**config.mk**
```make
export PLATFORM = sky130hd
export DESIGN_NAME = riscv_bp_track
export DESIGN_NICKNAME = d
export VERILOG_FILES = /design/src/rtl/riscv_bp_pkg.sv /design/src/rtl/riscv_bp_fifo.sv /design/src/rtl/riscv_bp_track.sv
export SDC_FILE = /design/constraint.sdc
export NUM_CORES = 1
export LEC_CHECK = 0
export CORE_MARGIN = 1
export CORE_UTILIZATION = 55
export DETAILED_ROUTE_END_ITERATION = 7
export DONT_BUFFER_PORTS = 1
export GPL_TIMING_DRIVEN = 0
export PLACE_DENSITY_LB_ADDON = 0.25
export SETUP_SLACK_MARGIN = 0.1
export SYNTH_ARGS = -nofsm -noshare
export SYNTH_HDL_FRONTEND = slang
export SYNTH_SLANG_ARGS = --single-unit
```
**constraint.sdc**
```tcl
create_clock -name clk -period 3.5 [get_ports clk]
set_input_delay 0.7 -clock clk [delete_from_list [all_inputs] [get_ports clk]]
set_output_delay 0.7 -clock clk [all_outputs]
set_load 0.02 [all_outputs]
```
**src/rtl/riscv_bp_pkg.sv**
```systemverilog
// Shared types and helpers for the in-flight branch tracker.
// No logic; no latency; no flow control.
// Default-configuration entry layout, history shift and taken-bit index.
package riscv_bp_pkg;

  localparam int BP_XLEN_DEF  = 32;
  localparam int BP_GHIST_DEF = 2;
  // Widest history the shift helper supports; callers truncate to their own length.
  localparam int BP_HIST_MAX  = 32;
  localparam int BP_TAKEN_BIT = 1;

  typedef struct packed {
    logic [BP_XLEN_DEF-1:0]  pc;
    logic [BP_GHIST_DEF-1:0] history;
    logic [1:0]              predict;
  } bp_entry_t;

  function automatic logic [BP_HIST_MAX-1:0] bp_hist_shift(
    input logic [BP_HIST_MAX-1:0] hist,
    input logic                   dir
  );
    return BP_HIST_MAX'({hist, dir});
  endfunction

endpackage

```
**src/rtl/riscv_bp_fifo.sv**
```systemverilog
// Circular buffer of in-flight branch entries with push, pop and clear.
// Pop data is combinational from the head; updates land on the next edge.
// A push while full is dropped (full sampled before any same-cycle pop); clear wins.
module riscv_bp_fifo
  import riscv_bp_pkg::*;
#(
  parameter int  DEPTH = 4,
  parameter type T     = bp_entry_t
) (
  input  logic                     clk,
  input  logic                     rst,
  input  logic                     push,
  input  T                         push_dat,
  input  logic                     pop,
  input  logic                     clear,
  output T                         pop_dat,
  output logic [$clog2(DEPTH):0]   count,
  output logic                     full,
  output logic                     empty
);

  localparam int PTR_W = $clog2(DEPTH);
  localparam int CNT_W = PTR_W + 1;

  T                 mem [DEPTH];
  logic [PTR_W-1:0] rd_ptr;
  logic [PTR_W-1:0] wr_ptr;
  logic             push_ok;
  logic             pop_ok;

  assign full    = (count == CNT_W'(DEPTH));
  assign empty   = (count == '0);
  assign push_ok = push && !full;
  assign pop_ok  = pop && !empty;
  assign pop_dat = mem[rd_ptr];

  always_ff @(posedge clk) begin
    if (rst || clear) begin
      rd_ptr <= '0;
      wr_ptr <= '0;
      count  <= '0;
    end else begin
      // Power-of-two depth: pointer overflow is the wrap.
      if (push_ok) wr_ptr <= wr_ptr + 1'b1;
      if (pop_ok)  rd_ptr <= rd_ptr + 1'b1;
      count <= count + CNT_W'(push_ok) - CNT_W'(pop_ok);
    end
  end

  always_ff @(posedge clk) begin
    if (push_ok && !clear && !rst) mem[wr_ptr] <= push_dat;
  end

endmodule

```
**src/rtl/riscv_bp_track.sv**
```systemverilog
// Tracks predicted branches from ID until EX resolves them; drives predictor updates.
// Resolve at edge N gives update/mispredict pulse in cycle N+1; history registered.
// id_ready low when DEPTH branches are in flight; flush and mispredict empty the queue.
module riscv_bp_track
  import riscv_bp_pkg::*;
#(
  parameter int XLEN           = 32,
  parameter int BP_GLOBAL_BITS = 2,
  parameter int DEPTH          = 4
) (
  input  logic                      clk,
  input  logic                      rst,
  input  logic                      id_bp_push,
  input  logic [XLEN-1:0]           id_pc,
  input  logic [1:0]                id_bp_predict,
  output logic                      id_ready,
  output logic [BP_GLOBAL_BITS-1:0] bp_spec_history,
  input  logic                      ex_resolve,
  input  logic                      ex_btaken,
  input  logic                      ex_flush,
  output logic                      bu_bp_update,
  output logic [XLEN-1:0]           bu_bp_pc,
  output logic [BP_GLOBAL_BITS-1:0] bu_bp_history,
  output logic [1:0]                bu_bp_predict,
  output logic                      bu_bp_btaken,
  output logic                      bu_mispredict
);

  localparam int CNT_W = $clog2(DEPTH) + 1;

  typedef struct packed {
    logic [XLEN-1:0]           pc;
    logic [BP_GLOBAL_BITS-1:0] history;
    logic [1:0]                predict;
  } entry_t;

  entry_t                    push_entry;
  entry_t                    head;
  logic [CNT_W-1:0]          count;
  logic                      full;
  logic                      empty;
  logic                      do_pop;
  logic                      do_push;
  logic                      mispred;
  logic                      fifo_clear;
  logic [BP_GLOBAL_BITS-1:0] spec_hist;
  logic [BP_GLOBAL_BITS-1:0] commit_hist;
  logic [BP_GLOBAL_BITS-1:0] spec_next;
  logic [BP_GLOBAL_BITS-1:0] commit_next;

  assign id_ready        = (count != CNT_W'(DEPTH));
  assign bp_spec_history = spec_hist;
  assign push_entry      = '{pc: id_pc, history: spec_hist, predict: id_bp_predict};

  riscv_bp_fifo #(
    .DEPTH (DEPTH),
    .T     (entry_t)
  ) u_fifo (
    .clk      (clk),
    .rst      (rst),
    .push     (do_push),
    .push_dat (push_entry),
    .pop      (do_pop),
    .clear    (fifo_clear),
    .pop_dat  (head),
    .count    (count),
    .full     (full),
    .empty    (empty)
  );

  always_comb begin
    do_pop      = ex_resolve && !empty && !ex_flush;
    mispred     = do_pop && (head.predict[BP_TAKEN_BIT] != ex_btaken);
    // A mispredict kills the younger, wrong-path push in the same cycle.
    do_push     = id_bp_push && !full && !ex_flush && !mispred;
    fifo_clear  = ex_flush || mispred;

    commit_next = commit_hist;
    if (do_pop)
      commit_next = BP_GLOBAL_BITS'(bp_hist_shift(BP_HIST_MAX'(commit_hist), ex_btaken));

    spec_next = spec_hist;
    if (ex_flush)
      spec_next = commit_hist;
    else if (mispred)
      spec_next = commit_next;
    else if (do_push)
      spec_next = BP_GLOBAL_BITS'(bp_hist_shift(BP_HIST_MAX'(spec_hist),
                                                id_bp_predict[BP_TAKEN_BIT]));
  end

  always_ff @(posedge clk) begin
    if (rst) begin
      spec_hist   <= '0;
      commit_hist <= '0;
    end else begin
      spec_hist   <= spec_next;
      commit_hist <= commit_next;
    end
  end

  // Update data is held between pulses so the predictor can sample it late.
  always_ff @(posedge clk) begin
    if (rst) begin
      bu_bp_update  <= 1'b0;
      bu_mispredict <= 1'b0;
      bu_bp_pc      <= '0;
      bu_bp_history <= '0;
      bu_bp_predict <= '0;
      bu_bp_btaken  <= 1'b0;
    end else begin
      bu_bp_update  <= do_pop;
      bu_mispredict <= mispred;
      if (do_pop) begin
        bu_bp_pc      <= head.pc;
        bu_bp_history <= head.history;
        bu_bp_predict <= head.predict;
        bu_bp_btaken  <= ex_btaken;
      end
    end
  end

endmodule

```
**Word level (Yosys, flattened, before mapping)**

Memories as Yosys holds them, arrays and structs flattened. A register that Yosys moved wholly into a read port is not among the register bits.
Index checks and enable logic that the tools add are counted.

- Bits in registers: 50
- Bits in writable memories: 144
- Output and inout port bits: 42
- Memories: 1

- Add/sub/neg operators: 4
- Equal/unequal tests: 3
- Muxes and demuxes: 8
- Reduce and logical (&&, ||, !) cells: 20

Memory list:

| name | words | bits a word | rd ports | clocked after memory_dff | write ports | RTL line | text |
|---|---|---|---|---|---|---|---|
| u_fifo.mem | 4 | 36 | 1 | 1 | 1 | riscv_bp_fifo.sv:25 | `T mem [DEPTH];` |

Operators by type and width:

| kind | number |
|---|---|
| $mux W2 | 6 |
| $logic_and A1 B1 Y1 | 10 |
| $logic_not A1 Y1 | 6 |
| $add A2 B1 Y2 const B | 2 |
| $add A3 B1 Y3 | 1 |
| $eq A3 B3 Y1 const B | 1 |
| $logic_not A3 Y1 | 1 |
| $ne A3 B3 Y1 const B | 1 |
| $reduce_bool A3 Y1 | 1 |
| $sub A3 B1 Y3 | 1 |
| $logic_or A1 B1 Y1 | 2 |
| $mux W1 | 2 |
| $ne A1 B1 Y1 | 1 |

**Depth between registers and ports, before layout**

Gate-level depths: netlist of run 1.

- Word-level depth: 12
- Depth in mapped cells: 11
- Depth with buffers taken out: 10

**By module**

From an unflattened synthesis of run 1, not the netlist that was laid out.

- Cell total of the unflattened synthesis: 434
- Area, all modules: 7,372.1 sq um

Modules (own cells, without submodules):

| module | instances | cells each | area each (sq um) |
|---|---|---|---|
| riscv_bp_fifo | 1 | 238 | 5,730.5 |
| riscv_bp_track | 1 | 196 | 1,641.6 |

**Worst setup path before layout of run 1**

No wires, ideal clock.

- Path type: reg-to-reg
- Start point: register with a tool-made name
- End point: memory u_fifo.mem[0][0] (netlist name) (enable)
- Arrival: 2,466 ps
- Data required time: 3,103 ps
- Slack: 638 ps
- Cell stages (with the launch flop): 7
- Buffers on the path: 1
- Clock period less this slack: 2,862 ps
- Cell sequence: dfxtp_1 -> buf_6 -> mux4_2 -> xnor2_4 -> nor2_1 -> nor3_2 -> and3_1

RTL lines:

| item | RTL line |
|---|---|
| to (decl) | riscv_bp_fifo.sv:25 |

**Final worst setup path of run 1**

- Start point: register u_fifo.count[1]
- End point: register u_fifo.count[2]

- Elaborated cells on any way between the ends: 17

RTL lines:

| item | RTL line | text |
|---|---|---|
| from (decl) | riscv_bp_fifo.sv:17 | `output logic [$clog2(DEPTH):0] count,` |
| from (signal assigned) | riscv_bp_fifo.sv:46 | `count <= count + CNT_W'(push_ok) - CNT_W'(pop_ok);` |
| $logic_not A3 Y1 * | riscv_bp_fifo.sv:32 | `assign empty = (count == '0);` |
| $logic_not A1 Y1 * | riscv_bp_fifo.sv:34, riscv_bp_track.sv:72 |  |
| $logic_and A1 B1 Y1 (2 in a row) | riscv_bp_track.sv:72 | `do_pop = ex_resolve && !empty && !ex_flush;` |
| $logic_and A1 B1 Y1 * | riscv_bp_fifo.sv:34 | `assign pop_ok = pop && !empty;` |
| via u_fifo.pop_ok | riscv_bp_fifo.sv:29 | `logic pop_ok;` |
| $sub A3 B1 Y3 * | riscv_bp_fifo.sv:46 |  |

Mark *: on every way through the listed nets, which the timed path passes. The rest lies on a longest branch.
A chain may end at the register's enable or synchronous reset.

==> results.toml, run 1 <==
[yosys]
syn-mean-instance-area_um2 = 16.8
synth-edff-count = 144
yosysUniqueCellTypes = 33
yosysMostFrequentCell = "edfxtp_1"
synth_seq_cells = 196
async_reset_ff_frac = 0
synth_area_leaders = "edfxtp_1, dfxtp_1, mux4_2, nand2_1, a21oi_1"
synth.net_count = 474
ys_seq_area_frac = 0.746
synth_top_area_frac = 0.602
ys.flop_type = "edfxtp_1"
synth_top_area_cell = "edfxtp_1"
synth_warnings = 0
ys_top_cells_by_count = "edfxtp_1, nand2_1, dfxtp_1"
netlist_area_um2 = 7190
syn_inst = 427

[clock_tree]
cts_buffer_depth = 2
cts_sinks = 196
tritoncts = "built"
htree_levels = 4
cts_root_buffer = "clkbuf_16"
clkTransAtPathRegs_ps = 70
cts-resized-gates = 0
ctsHoldBuffers = 0
cts_setup_buffers = 0
cts_made_buffers = 17
clk_latency_ps = 430

[die]
ioPinCount = 82
die_w_um = 116
core_region_area_um2 = 12700
fp-row-count = 41
die_h_um = 116
die_area_um2 = 13500
initial_core_util = 0.567

[sta]
max_freq_mhz = 322
layout_setup_ws_ps = 397
tns_ps = 0
setup_viol = 0
fin_skew_ps = 10.4
slew_viol_final = 0
slew_headroom = 0.489
worstMarginPinSlew_ps = 765
period_minus_slack_ps = 3100
hold_viol = 0
rsz0062_at_grt = "false"
finalCritPeriodShare = 0.887

[placement]
dpl.hpwl_um = 8130
gp_congestion = 0.667
place_ws_ps = 370
io_buffers = 0

[routing]
antenna_left = 0
first_pass_iters = 4
wl_um = 13100
routed-via-count = 3547
via_per_inst = 5.59
drt_iter0_markers = 221
route.detailed.drc = 0
routedWlPerCell_um = 20.6

[hold_path]
min_path_cells = 0
hold_class = "input pin to register"

[setup_path]
rrSetupSlack_ps = 400
cp_slowest_cell = "o311ai_2"
worstSetupEndpointType = "register"
cp_data_arrival_time_ps = 3420
crit_fanout = 10
start_kind = "register"
path_cells = "o311ai_2 > inv_1 > clkbuf_1 > ha_1 > inv_1 > ha_1 > fa_1 > xnor2_1 > xnor2_1 > nor2_1"
critPathKind = "register to register"
r2r_cells = 10
cpPeakStageDelay_ps = 710
crit_required_ps = 3820

[flow_run]
maxCapViolations = 0

[finish]
drive_above_1_share = 0.184
fin_nets = 497
area_growth_pct = 12.5
insertedDiodeCount = 0
fill_cells = 940

[global_routing]
antenna_found_initial = 0
grt-ovfl-total = 0
grt_max_degree = 28
grt_pass1_wl_um = 20500
grt_use_total = 0.218
grt_pass1_vias = 3709

[pwr]
p_leak_uw = 0.00254
ir_worst_vdd_mv = 0.317
power_density_nw_per_um2 = 567

[run_status]
outcome = "complete, no violations"
## per-stage QoR
step | util | std cells | hold WS (ps) | total power, uW | instance area [um2]
after global routing | 0.638 | 635 | 343 | 4720 | 8090
after floorplan | - | 427 | 436 | 2680 | 7190
after global placement | 0.584 | 599 | 448 | 2700 | 7400
after detailed placement | 0.592 | 603 | 460 | 2710 | 7500
after CTS | 0.638 | 635 | 343 | 4620 | 8090
final | 0.638 | 635 | 358 | 4590 | 8090
## critical path, delay by kind of cell, from the launching register on
family          cells  cell delay [ps]
buf+inv             3              590
compound gates      1              710
fa+ha+maj           3              960
simple gates        1               60
xor+xnor            2              320
flops               1              350
## path summary, 6_finish.rpt
path / from / to
worst max-delay path: u_fifo.count[1] / u_fifo.count[2]
worst min-delay path: id_pc[3] / u_fifo.mem[2][7]
worst max register to register: u_fifo.count[1] / u_fifo.count[2]
worst min register to register: commit_hist[1] / commit_hist[1]
## registers in the layout, summed over array words and instances, names as in the netlist, 2 cells and up, named ones only
register	flops
bu_bp_history	2
bu_bp_pc	32
u_fifo.mem	144
u_fifo.wr_ptr	2
bp_spec_history	2
u_fifo.count	3
u_fifo.rd_ptr	2
commit_hist	2
bu_bp_predict	2
## metal layers
| metal | GRT usage | vias up | part of all wire |
|---|---|---|---|
| li1 | - | 1652 | - |
| met1 | 0.264 | 1793 | 0.40 |
| met2 | 0.359 | 90 | 0.52 |
| met3 | 0.0618 | 12 | 0.066 |
| met4 | 0.111 | 0 | 0.011 |
| met5 | 0 | - | 0 |
## cells in the final DEF (no fill, tap or decap), types with 2 or more instances in the layout
cell,Yosys,routed
a21oi_1,40,40
and2_1,3,3
and3_2,0,4
buf_12,0,3
buf_2,4,4
bufinv_16,0,3
clkbuf_1,16,17
clkbuf_16,0,17
clkinv_2,0,4
clkinv_4,0,3
clkinvlp_4,0,3
dfxtp_1,52,52
edfxtp_1,144,144
ha_1,6,6
inv_1,9,9
mux4_2,35,35
nand2_1,81,81
nor2_1,8,8
nor3_1,2,2
xnor2_1,4,4
## where the power goes
part	switching, uW	total (uW)	internal, uW
logic	65.0	108	43.2
registers	26.6	2550	2520
clock network	813	1930	1120
total	905	4590	3680
## layout make-up
cell class | count | area [um2] | area share
clock buffers | 18 | 429 | 0.0531
inverters | 9 | 33.8 | 0.00418
clock inverters | 14 | 163 | 0.0201
flip-flops and latches | 196 | 5370 | 0.663
well taps | 172 | 215 | 0.0266
repair buffers | 4 | 87.6 | 0.0108
plain buffers | 22 | 96.3 | 0.0119
multi-input cells | 200 | 1700 | 0.210
## cells by family (layout without fill, tap and decap cells)
logic type | after synthesis | after routing | share of synthesized area
AOI/OAI and AO/OA | 49 | 49 | 0.0409
xor gates and xnor gates | 6 | 6 | 0.00992
adders and majority gates | 7 | 7 | 0.0132
buffers and inverters | 31 | 67 | 0.0181
DFF | 196 | 196 | 0.746
muxes | 36 | 36 | 0.113
and+or+nand+nor | 102 | 102 | 0.0581
No activity file was read; power rests on OpenSTA's default activity.
==> run 2: changes to the inputs <==
CORE_MARGIN = 4   (was 1)
==> results.toml, run 2 (synthesis gave the netlist of run 1 again) <==
[run_status]
outcome = "complete, no violations"

[sta]
slew_viol_final = 0
slew_headroom = 0.490
setup_viol = 0
worstMarginPinSlew_ps = 763
tns_ps = 0
layout_setup_ws_ps = 324
hold_viol = 0
max_freq_mhz = 315
period_minus_slack_ps = 3180
fin_skew_ps = 9.54
rsz0062_at_grt = "false"
finalCritPeriodShare = 0.908

[clock_tree]
cts_made_buffers = 17
cts_buffer_depth = 2
clk_latency_ps = 420
tritoncts = "built"
htree_levels = 4
cts_setup_buffers = 0
cts-resized-gates = 0
cts_root_buffer = "clkbuf_16"
cts_sinks = 196
clkTransAtPathRegs_ps = 70
ctsHoldBuffers = 0

[global_routing]
grt_max_degree = 30
grt_use_total = 0.196
antenna_found_initial = 0
grt_pass1_wl_um = 21300
grt_pass1_vias = 3959
grt-ovfl-total = 0

[finish]
ff_latch_area_um2 = 5370
area_growth_pct = 12.3
drive_above_1_share = 0.184
final_cell_mix = "edfxtp_1, nand2_1, dfxtp_1, a21oi_1, mux4_2"
multi_input_area_um2 = 1700
instances_no_fill = 635
finish.utilization = 0.634
largestRegisters = "u_fifo.mem x144, bu_bp_pc x32, u_fifo.count x3"
insertedDiodeCount = 0
largest_reg_flops = 144
regMostFlops = "u_fifo.mem"
fill_cells = 947
fin_nets = 497
design_area_um2 = 8070
layout_commonest_cell = "edfxtp_1"

[routing]
via_per_inst = 5.69
route.detailed.drc = 0
wl_um = 13400
drt_iter0_markers = 288
routedWlPerCell_um = 21.1
first_pass_iters = 4
antenna_left = 0
routed-via-count = 3614

[pwr]
ir_worst_vdd_mv = 0.336
p_int_uw = 3610
p_leak_uw = 0.00253
comb_power_share = 0.024
power_density_nw_per_um2 = 560
switching_share = 0.201
clkPwrFrac = 0.411
seq_power_share = 0.564
switching_power_uw = 910

[die]
die_w_um = 122
fp-row-count = 41
initial_core_util = 0.565
core_region_area_um2 = 12700
ioPinCount = 82
die_area_um2 = 15000
die_h_um = 122

[placement]
post-place-cells = 603
io_buffers = 0
place_area_um2 = 7500
gp_congestion = 0.753
place_ws_ps = 334
dpl.hpwl_um = 8510

[setup_path]
cp_data_arrival_time_ps = 3490
crit_fanout = 10
critPathKind = "register to register"
crit_required_ps = 3810
start_kind = "register"
worstSetupEndpointType = "register"

[hold_path]
hold_class = "input pin to register"

[flow_run]
maxCapViolations = 0
run 2: cell count changes in the layout (fill, tap and decap cells not counted), sizes merged:
cell      change
clkbuf        +3
clkinv        -3
bufinv        -2
clkinvlp      +1
inv           +1
run 2: final timing paths:
check / startpoint / cells after the start / slack (ps) / to
setup reg to reg: u_fifo.count[1] / 10 / 320 / u_fifo.count[2]
setup / recovery: u_fifo.count[1] / 10 / 320 / u_fifo.count[2]
hold reg to reg: commit_hist[1] / 2 / 470 / commit_hist[1]
hold / removal: id_pc[4] / 0 / 360 / u_fifo.mem[0][8]
run 2: layout make-up:
type | count | share of cell area
clock buffers | 21 | 0.0585
well taps | 172 | 0.0267
clock inverters | 11 | 0.0126
inverters | 9 | 0.00419
multi-input cells | 200 | 0.210
flip-flops and latches | 196 | 0.665
repair buffers | 4 | 0.0109
plain buffers | 22 | 0.0119
run 2: critical path: stages, from the launching register on:
cell	delay, ps
dfxtp_1	350
o311ai_2	710
inv_1	250
clkbuf_1	340
ha_1	370
inv_1	40
ha_1	190
fa_1	370
xnor2_1	210
xnor2_1	160
nor2_1	60
run 2: stage by stage:
stage	power (uW)	hold WS, ps
finish	4520	365
global route	4670	341
CTS	4540	348
detailed placement	2710	455
global placement	2700	447
floorplan	2680	436
run 2: power by group through the flow:
stage | registers, uW | clock network, uW | logic (uW)
2_1_floorplan | 2600 | 0 | 79.5
3_3_place_gp | 2600 | 0 | 102
3_5_place_dp | 2600 | 0 | 110
4_1_cts | 2550 | 1880 | 111
5_1_grt | 2550 | 2000 | 122
6_report | 2550 | 1860 | 110
run 2: routing by layer:
layer  vias to the layer above  global-route usage  wire length (um)
li1                       1643                   -                 -
met4                         0              0.0959               367
met3                        26              0.0585               808
met5                         -                   0                 0
met1                      1839               0.240              5350
met2                       106               0.319              6900
